**config.mk**
```make
export PLATFORM = sky130hd
export DESIGN_NAME = multicycle_control_unit
export DESIGN_NICKNAME = d
export VERILOG_FILES = /design/src/rtl/multicycle_control_unit.sv
export SDC_FILE = /design/constraint.sdc
export NUM_CORES = 1
export LEC_CHECK = 0
export ABC_CLOCK_PERIOD_IN_PS = 1950
export CORE_ASPECT_RATIO = 2
export CORE_UTILIZATION = 44
export DETAILED_ROUTE_END_ITERATION = 10
export PLACE_DENSITY = 0.8
export SLEW_MARGIN = 20
export SYNTH_ARGS = -nofsm -noshare
export SYNTH_HDL_FRONTEND = slang
export SYNTH_SLANG_ARGS = --single-unit
export TNS_END_PERCENT = 5
```
**constraint.sdc**
```tcl
create_clock -name clk -period 1.95 [get_ports clk]
set_input_delay 0.195 -clock clk [delete_from_list [all_inputs] [get_ports clk]]
set_output_delay 0.195 -clock clk [all_outputs]
set_load 0.02 [all_outputs]
```
**src/rtl/multicycle_control_unit.sv**
```systemverilog
// Main sequencer for the multicycle RV32I core: drives datapath selects, write strobes,
// the memory request handshake and the ALU-control op, and counts retired instructions.
//
// state      | meaning
// -----------+---------------------------------------------------------------
// FETCH     0 | read IR at PC, PC <= PC+4 on completion
// DECODE    1 | dispatch on opcode, ALUOut <= OldPC+imm (branch/JAL target)
// MEM_ADDR  2 | ALUOut <= rs1+imm
// MEM_READ  3 | load request at ALUOut
// MEM_WB    4 | rd <= memory data
// MEM_WRITE 5 | store request at ALUOut
// EXEC_R    6 | R-type ALU op
// EXEC_I    7 | I-type ALU op
// ALU_WB    8 | rd <= ALUOut
// BRANCH    9 | PC <= target if taken
// JAL      10 | PC <= target, ALUOut <= OldPC+4
// JALR     11 | PC <= rs1+imm
// LINK     12 | ALUOut <= OldPC+4
// LUI      13 | ALUOut <= 0+imm
// AUIPC    14 | ALUOut <= OldPC+imm
// TRAP     15 | parked until reset
module multicycle_control_unit (
    input  logic        clk,
    input  logic        rst,
    input  logic [6:0]  opcode,
    input  logic        br_taken,
    input  logic        mem_ready,
    output logic        mem_req,
    output logic        mem_we,
    output logic        adr_src,
    output logic        ir_write,
    output logic        pc_write,
    output logic        reg_write,
    output logic [1:0]  alu_src_a,
    output logic [1:0]  alu_src_b,
    output logic [1:0]  aluop,
    output logic [1:0]  result_src,
    output logic        instr_retired,
    output logic [31:0] instret,
    output logic        illegal,
    output logic        halted,
    output logic [3:0]  state
);

    localparam logic [3:0] S_FETCH     = 4'd0;
    localparam logic [3:0] S_DECODE    = 4'd1;
    localparam logic [3:0] S_MEM_ADDR  = 4'd2;
    localparam logic [3:0] S_MEM_READ  = 4'd3;
    localparam logic [3:0] S_MEM_WB    = 4'd4;
    localparam logic [3:0] S_MEM_WRITE = 4'd5;
    localparam logic [3:0] S_EXEC_R    = 4'd6;
    localparam logic [3:0] S_EXEC_I    = 4'd7;
    localparam logic [3:0] S_ALU_WB    = 4'd8;
    localparam logic [3:0] S_BRANCH    = 4'd9;
    localparam logic [3:0] S_JAL       = 4'd10;
    localparam logic [3:0] S_JALR      = 4'd11;
    localparam logic [3:0] S_LINK      = 4'd12;
    localparam logic [3:0] S_LUI       = 4'd13;
    localparam logic [3:0] S_AUIPC     = 4'd14;
    localparam logic [3:0] S_TRAP      = 4'd15;

    localparam logic [6:0] OP_LOAD   = 7'b0000011;
    localparam logic [6:0] OP_STORE  = 7'b0100011;
    localparam logic [6:0] OP_R      = 7'b0110011;
    localparam logic [6:0] OP_I      = 7'b0010011;
    localparam logic [6:0] OP_BRANCH = 7'b1100011;
    localparam logic [6:0] OP_JAL    = 7'b1101111;
    localparam logic [6:0] OP_JALR   = 7'b1100111;
    localparam logic [6:0] OP_LUI    = 7'b0110111;
    localparam logic [6:0] OP_AUIPC  = 7'b0010111;
    localparam logic [6:0] OP_FENCE  = 7'b0001111;
    localparam logic [6:0] OP_SYSTEM = 7'b1110011;

    logic [3:0]  state_q;
    logic [3:0]  state_d;
    logic [31:0] instret_q;
    logic        illegal_q;
    logic        halted_q;

    logic        req_raw;
    logic        we_raw;
    logic        irw_raw;
    logic        pcw_raw;
    logic        regw_raw;
    logic        ret_raw;

    always_comb begin
        state_d = state_q;
        case (state_q)
            S_FETCH:     if (mem_ready) state_d = S_DECODE;
            S_DECODE: begin
                case (opcode)
                    OP_LOAD,
                    OP_STORE:  state_d = S_MEM_ADDR;
                    OP_R:      state_d = S_EXEC_R;
                    OP_I:      state_d = S_EXEC_I;
                    OP_BRANCH: state_d = S_BRANCH;
                    OP_JAL:    state_d = S_JAL;
                    OP_JALR:   state_d = S_JALR;
                    OP_LUI:    state_d = S_LUI;
                    OP_AUIPC:  state_d = S_AUIPC;
                    OP_FENCE:  state_d = S_FETCH;
                    default:   state_d = S_TRAP;
                endcase
            end
            S_MEM_ADDR:  state_d = opcode[5] ? S_MEM_WRITE : S_MEM_READ;
            S_MEM_READ:  if (mem_ready) state_d = S_MEM_WB;
            S_MEM_WB:    state_d = S_FETCH;
            S_MEM_WRITE: if (mem_ready) state_d = S_FETCH;
            S_EXEC_R,
            S_EXEC_I:    state_d = S_ALU_WB;
            S_ALU_WB:    state_d = S_FETCH;
            S_BRANCH:    state_d = S_FETCH;
            S_JAL:       state_d = S_ALU_WB;
            S_JALR:      state_d = S_LINK;
            S_LINK,
            S_LUI,
            S_AUIPC:     state_d = S_ALU_WB;
            S_TRAP:      state_d = S_TRAP;
            default:     state_d = S_TRAP;
        endcase
    end

    always_comb begin
        req_raw    = 1'b0;
        we_raw     = 1'b0;
        adr_src    = 1'b0;
        irw_raw    = 1'b0;
        pcw_raw    = 1'b0;
        regw_raw   = 1'b0;
        ret_raw    = 1'b0;
        alu_src_a  = 2'b00;
        alu_src_b  = 2'b00;
        aluop      = 2'b00;
        result_src = 2'b00;
        case (state_q)
            S_FETCH: begin
                req_raw    = 1'b1;
                alu_src_b  = 2'b10;
                result_src = 2'b10;
                irw_raw    = mem_ready;
                pcw_raw    = mem_ready;
            end
            S_DECODE: begin
                alu_src_a = 2'b01;
                alu_src_b = 2'b01;
                ret_raw   = (opcode == OP_FENCE);
            end
            S_MEM_ADDR: begin
                alu_src_a = 2'b10;
                alu_src_b = 2'b01;
            end
            S_MEM_READ: begin
                req_raw = 1'b1;
                adr_src = 1'b1;
            end
            S_MEM_WB: begin
                result_src = 2'b01;
                regw_raw   = 1'b1;
                ret_raw    = 1'b1;
            end
            S_MEM_WRITE: begin
                req_raw = 1'b1;
                we_raw  = 1'b1;
                adr_src = 1'b1;
                ret_raw = mem_ready;
            end
            S_EXEC_R: begin
                alu_src_a = 2'b10;
                aluop     = 2'b01;
            end
            S_EXEC_I: begin
                alu_src_a = 2'b10;
                alu_src_b = 2'b01;
                aluop     = 2'b10;
            end
            S_ALU_WB: begin
                regw_raw = 1'b1;
                ret_raw  = 1'b1;
            end
            S_BRANCH: begin
                pcw_raw = br_taken;
                ret_raw = 1'b1;
            end
            S_JAL: begin
                pcw_raw   = 1'b1;
                alu_src_a = 2'b01;
                alu_src_b = 2'b10;
            end
            S_JALR: begin
                alu_src_a  = 2'b10;
                alu_src_b  = 2'b01;
                result_src = 2'b10;
                pcw_raw    = 1'b1;
            end
            S_LINK: begin
                alu_src_a = 2'b01;
                alu_src_b = 2'b10;
            end
            S_LUI: begin
                alu_src_a = 2'b11;
                alu_src_b = 2'b01;
            end
            S_AUIPC: begin
                alu_src_a = 2'b01;
                alu_src_b = 2'b01;
            end
            default: ;
        endcase
    end

    // Strobes are gated by rst so an outstanding request drops in the reset cycle itself.
    assign mem_req       = req_raw  & ~rst;
    assign mem_we        = we_raw   & ~rst;
    assign ir_write      = irw_raw  & ~rst;
    assign pc_write      = pcw_raw  & ~rst;
    assign reg_write     = regw_raw & ~rst;
    assign instr_retired = ret_raw  & ~rst;

    always_ff @(posedge clk) begin
        if (rst) begin
            state_q   <= S_FETCH;
            instret_q <= 32'd0;
            illegal_q <= 1'b0;
            halted_q  <= 1'b0;
        end else begin
            state_q <= state_d;
            if (ret_raw) begin
                instret_q <= instret_q + 32'd1;
            end
            if ((state_q == S_DECODE) && (state_d == S_TRAP)) begin
                if (opcode == OP_SYSTEM) begin
                    halted_q <= 1'b1;
                end else begin
                    illegal_q <= 1'b1;
                end
            end
        end
    end

    assign state   = state_q;
    assign instret = instret_q;
    assign illegal = illegal_q;
    assign halted  = halted_q;

endmodule

```
==> impl_metrics.csv <==
group,metric,value,unit
finish,multi_input_area,1570,um2
finish,drive_above_1_share,0.234,
setup_path,cp_data_required_time,2.13,ns
timing,rsz0062_at_grt,"yes",
synthesis,synth_enable_flop_cells,0,
synthesis,avgSynthCellArea,7.97,um2
cts,cts-root-buf,"clkbuf_8",
cts,clk_pin_slew_worst_paths,0.07,ns
cts,clock_sink_count,38,
detailed_routing,postRouteAntennaNets,0,
synthesis,netlist_instances,296,
finish,final_cells,447,
worst_hold_path,hp-class,"input port to register",
place,place_hpwl,5010,um
power_and_ir_drop,ir_drop,893,uV
finish,register_area,772,um2
grt,grt_pass1_wl,10800,um
floorplanning,row_count,37,
cts,clock_path_buffers,2,
timing,setup_tns,-0.126,ns
timing,slew_viol_final,0,
power_and_ir_drop,power.total,2.46,mW
detailed_routing,firstDrtPassIters,4,
synthesis,syn_nets,308,
finish,fin_nets,401,
setup_path,crit_top_cell,"or4_4",
timing,layout_setup_ws,-0.0750,ns
setup_path,crit_slowest_cell,"or4_4",
run_status,status,"finished with violations",
floorplanning,start_util,0.459,
timing,finalHoldViolCount,0,
synthesis,async_flop_share,0,
floorplanning,core_region_area,5140,um2
setup_path,cp-end-kind,"register",
setup_path,setup.worst_path.class,"input port to register",
synthesis,ys_seq_elements,38,
synthesis,yosys_warnings,0,
grt,grt_pass1_vias,2372,
setup_path,critPathArrivalTime,2.20,ns
cts,hold_buffers,0,
detailed_routing,drt-vias-per-instance,5.62,
grt,grt_overflow_total,0,
detailed_routing,routed_wl,6630,um
setup_path,cp-start-kind,"input port",
cts,cts.htree.levels,2,
timing,min_period_over_period,1.04,
finish,postLayoutCoreUtil,0.682,
floorplanning,die_w,53.8,um
floorplanning,io_pins,64,
synthesis,ys_types,52,
cts,cts_tree,"yes",
finish,area_growth,48.5,%
power_and_ir_drop,p_leak,1.42,nW
detailed_routing,drt_iter0_drc,59,
place,place_inst,440,
setup_path,cpPeakStageDelay,0.55,ns
synthesis,netlist_area,2360,um2
detailed_routing,avgRoutedWirePerCell,14.8,um
grt,grt_usage,0.256,
place,preCtsSetupSlack,-0.445,ns
finish,final_cell_mix,"nor2_1, clkdlybuf4s50_1, buf_4",
cts,clock_latency,0.30,ns
floorplanning,die-area,5670,um2
place,gp_congestion,0.858,
power_and_ir_drop,powerDensity,704,nW/um2
grt,antenna_found_initial,0,
timing,setup_viol,4,
timing,clock.fmax,494,MHz
timing,skew,0.00935,ns
cts,cts_inserted_buffers,5,
setup_path,cp_cell_sequence,"clkdlybuf4s50_1, nand3b_1, or4_4, o22a_4, or4_4, xnor2_2, nor2_1",
synthesis,yosysSeqAreaShare,0.323,
finish,diodes,0,
timing,period_minus_slack,2.03,ns
place,numPortBuffers,63,
synthesis,ys.flop_type,"dfxtp_1",
floorplanning,die_y,106,um
run_status,violations,"negative setup slack",
detailed_routing,remaining_drc_errors,0,
setup_path,cp_max_fo,4,
detailed_routing,vias,2510,
timing,worst_pin_slew,0.458,ns
grt,grt_max_degree,38,
timing,relSlewSlack,0.692,
finish,num-fill-cells,429,
cts,post_cts_buffers,0,
flow_run,drv_cap,0,
state kept, by name, summed over array words and instances, names as in the netlist:
register / cells
illegal: 1
instret: 32
halted: 1
state: 4
metal layers:
layer,vias up,track usage,part of all wire
met1,1181,0.234,0.36
li1,1229,-,-
met4,0,0.145,0.041
met5,-,0,0
met3,22,0.0346,0.033
met2,78,0.487,0.57
per-stage QoR:
step           area [um2]  hold WS [ns]
6_report             3500         0.465
5_1_grt              3500         0.479
4_1_cts              3460         0.470
3_5_place_dp         3320         0.471
3_3_place_gp         3320         0.455
2_1_floorplan        2390         0.399
worst max-delay path, delay by kind of cell:
kind	cells	cell delay (ns)
and+or+nand+nor	4	1.22
buffers and inverters	1	0.42
AOI/OAI and AO/OA	1	0.24
xor gates and xnor gates	1	0.13
cell families (layout without fill, tap and decap cells):
group | count (synthesis) | in the layout | synth area share
xor gates and xnor gates | 31 | 31 | 0.115
and+or+nand+nor | 162 | 162 | 0.396
DFF | 38 | 38 | 0.323
muxes | 1 | 1 | 0.00477
adders and majority gates | 1 | 1 | 0.00530
buffers and inverters | 25 | 118 | 0.0509
AOI/OAI and AO/OA | 38 | 38 | 0.105
worst paths after layout:
path                                 start          end  slack, ns  cells after the start
worst max-delay path             opcode[4]  instret[20]      -0.08                      7
worst min-delay path             opcode[0]     state[0]       0.46                      5
worst max register to register  instret[9]  instret[28]       0.06                      7
worst min register to register  instret[1]   instret[1]       0.48                      2
layout make-up:
cell class,count,area share
clock buffers,6,0.0236
clock inverters,1,0.00857
inverters,5,0.00536
multi-input cells,233,0.449
flip-flops and latches,38,0.220
well taps,58,0.0207
repair buffers,106,0.272
cell usage after synthesis (3+ instances only):
master | count | area share
nor3_1 | 14 | 0.030
dfxtp_1 | 38 | 0.32
nor2b_1 | 6 | 0.016
nor4b_4 | 3 | 0.030
nand4_1 | 11 | 0.029
a21oi_1 | 11 | 0.023
nand2_1 | 22 | 0.035
clkbuf_1 | 11 | 0.018
or3_1 | 6 | 0.016
xor2_1 | 12 | 0.045
inv_1 | 5 | 0.0080
o22ai_1 | 3 | 0.0080
nand3_1 | 22 | 0.047
nor2_1 | 47 | 0.075
nand2b_1 | 3 | 0.0080
nor4_2 | 3 | 0.016
buf_2 | 3 | 0.0064
o21ai_0 | 10 | 0.021
xnor2_1 | 19 | 0.071
and4_1 | 3 | 0.011
power breakdown:
part	total (mW)	switching, mW	leakage (nW)	internal (mW)
clock network	0.693	0.283	0.0573	0.409
logic	0.928	0.513	1.05	0.415
registers	0.844	0.0371	0.310	0.807
repair_timing:
action | CTS | global route
pin swaps | 11 | 1
gates cloned | 0 | 0
setup endpoints to repair | 32 | 21
gates resized for setup | 28 | 17
Power figures use the tool's default switching activity.
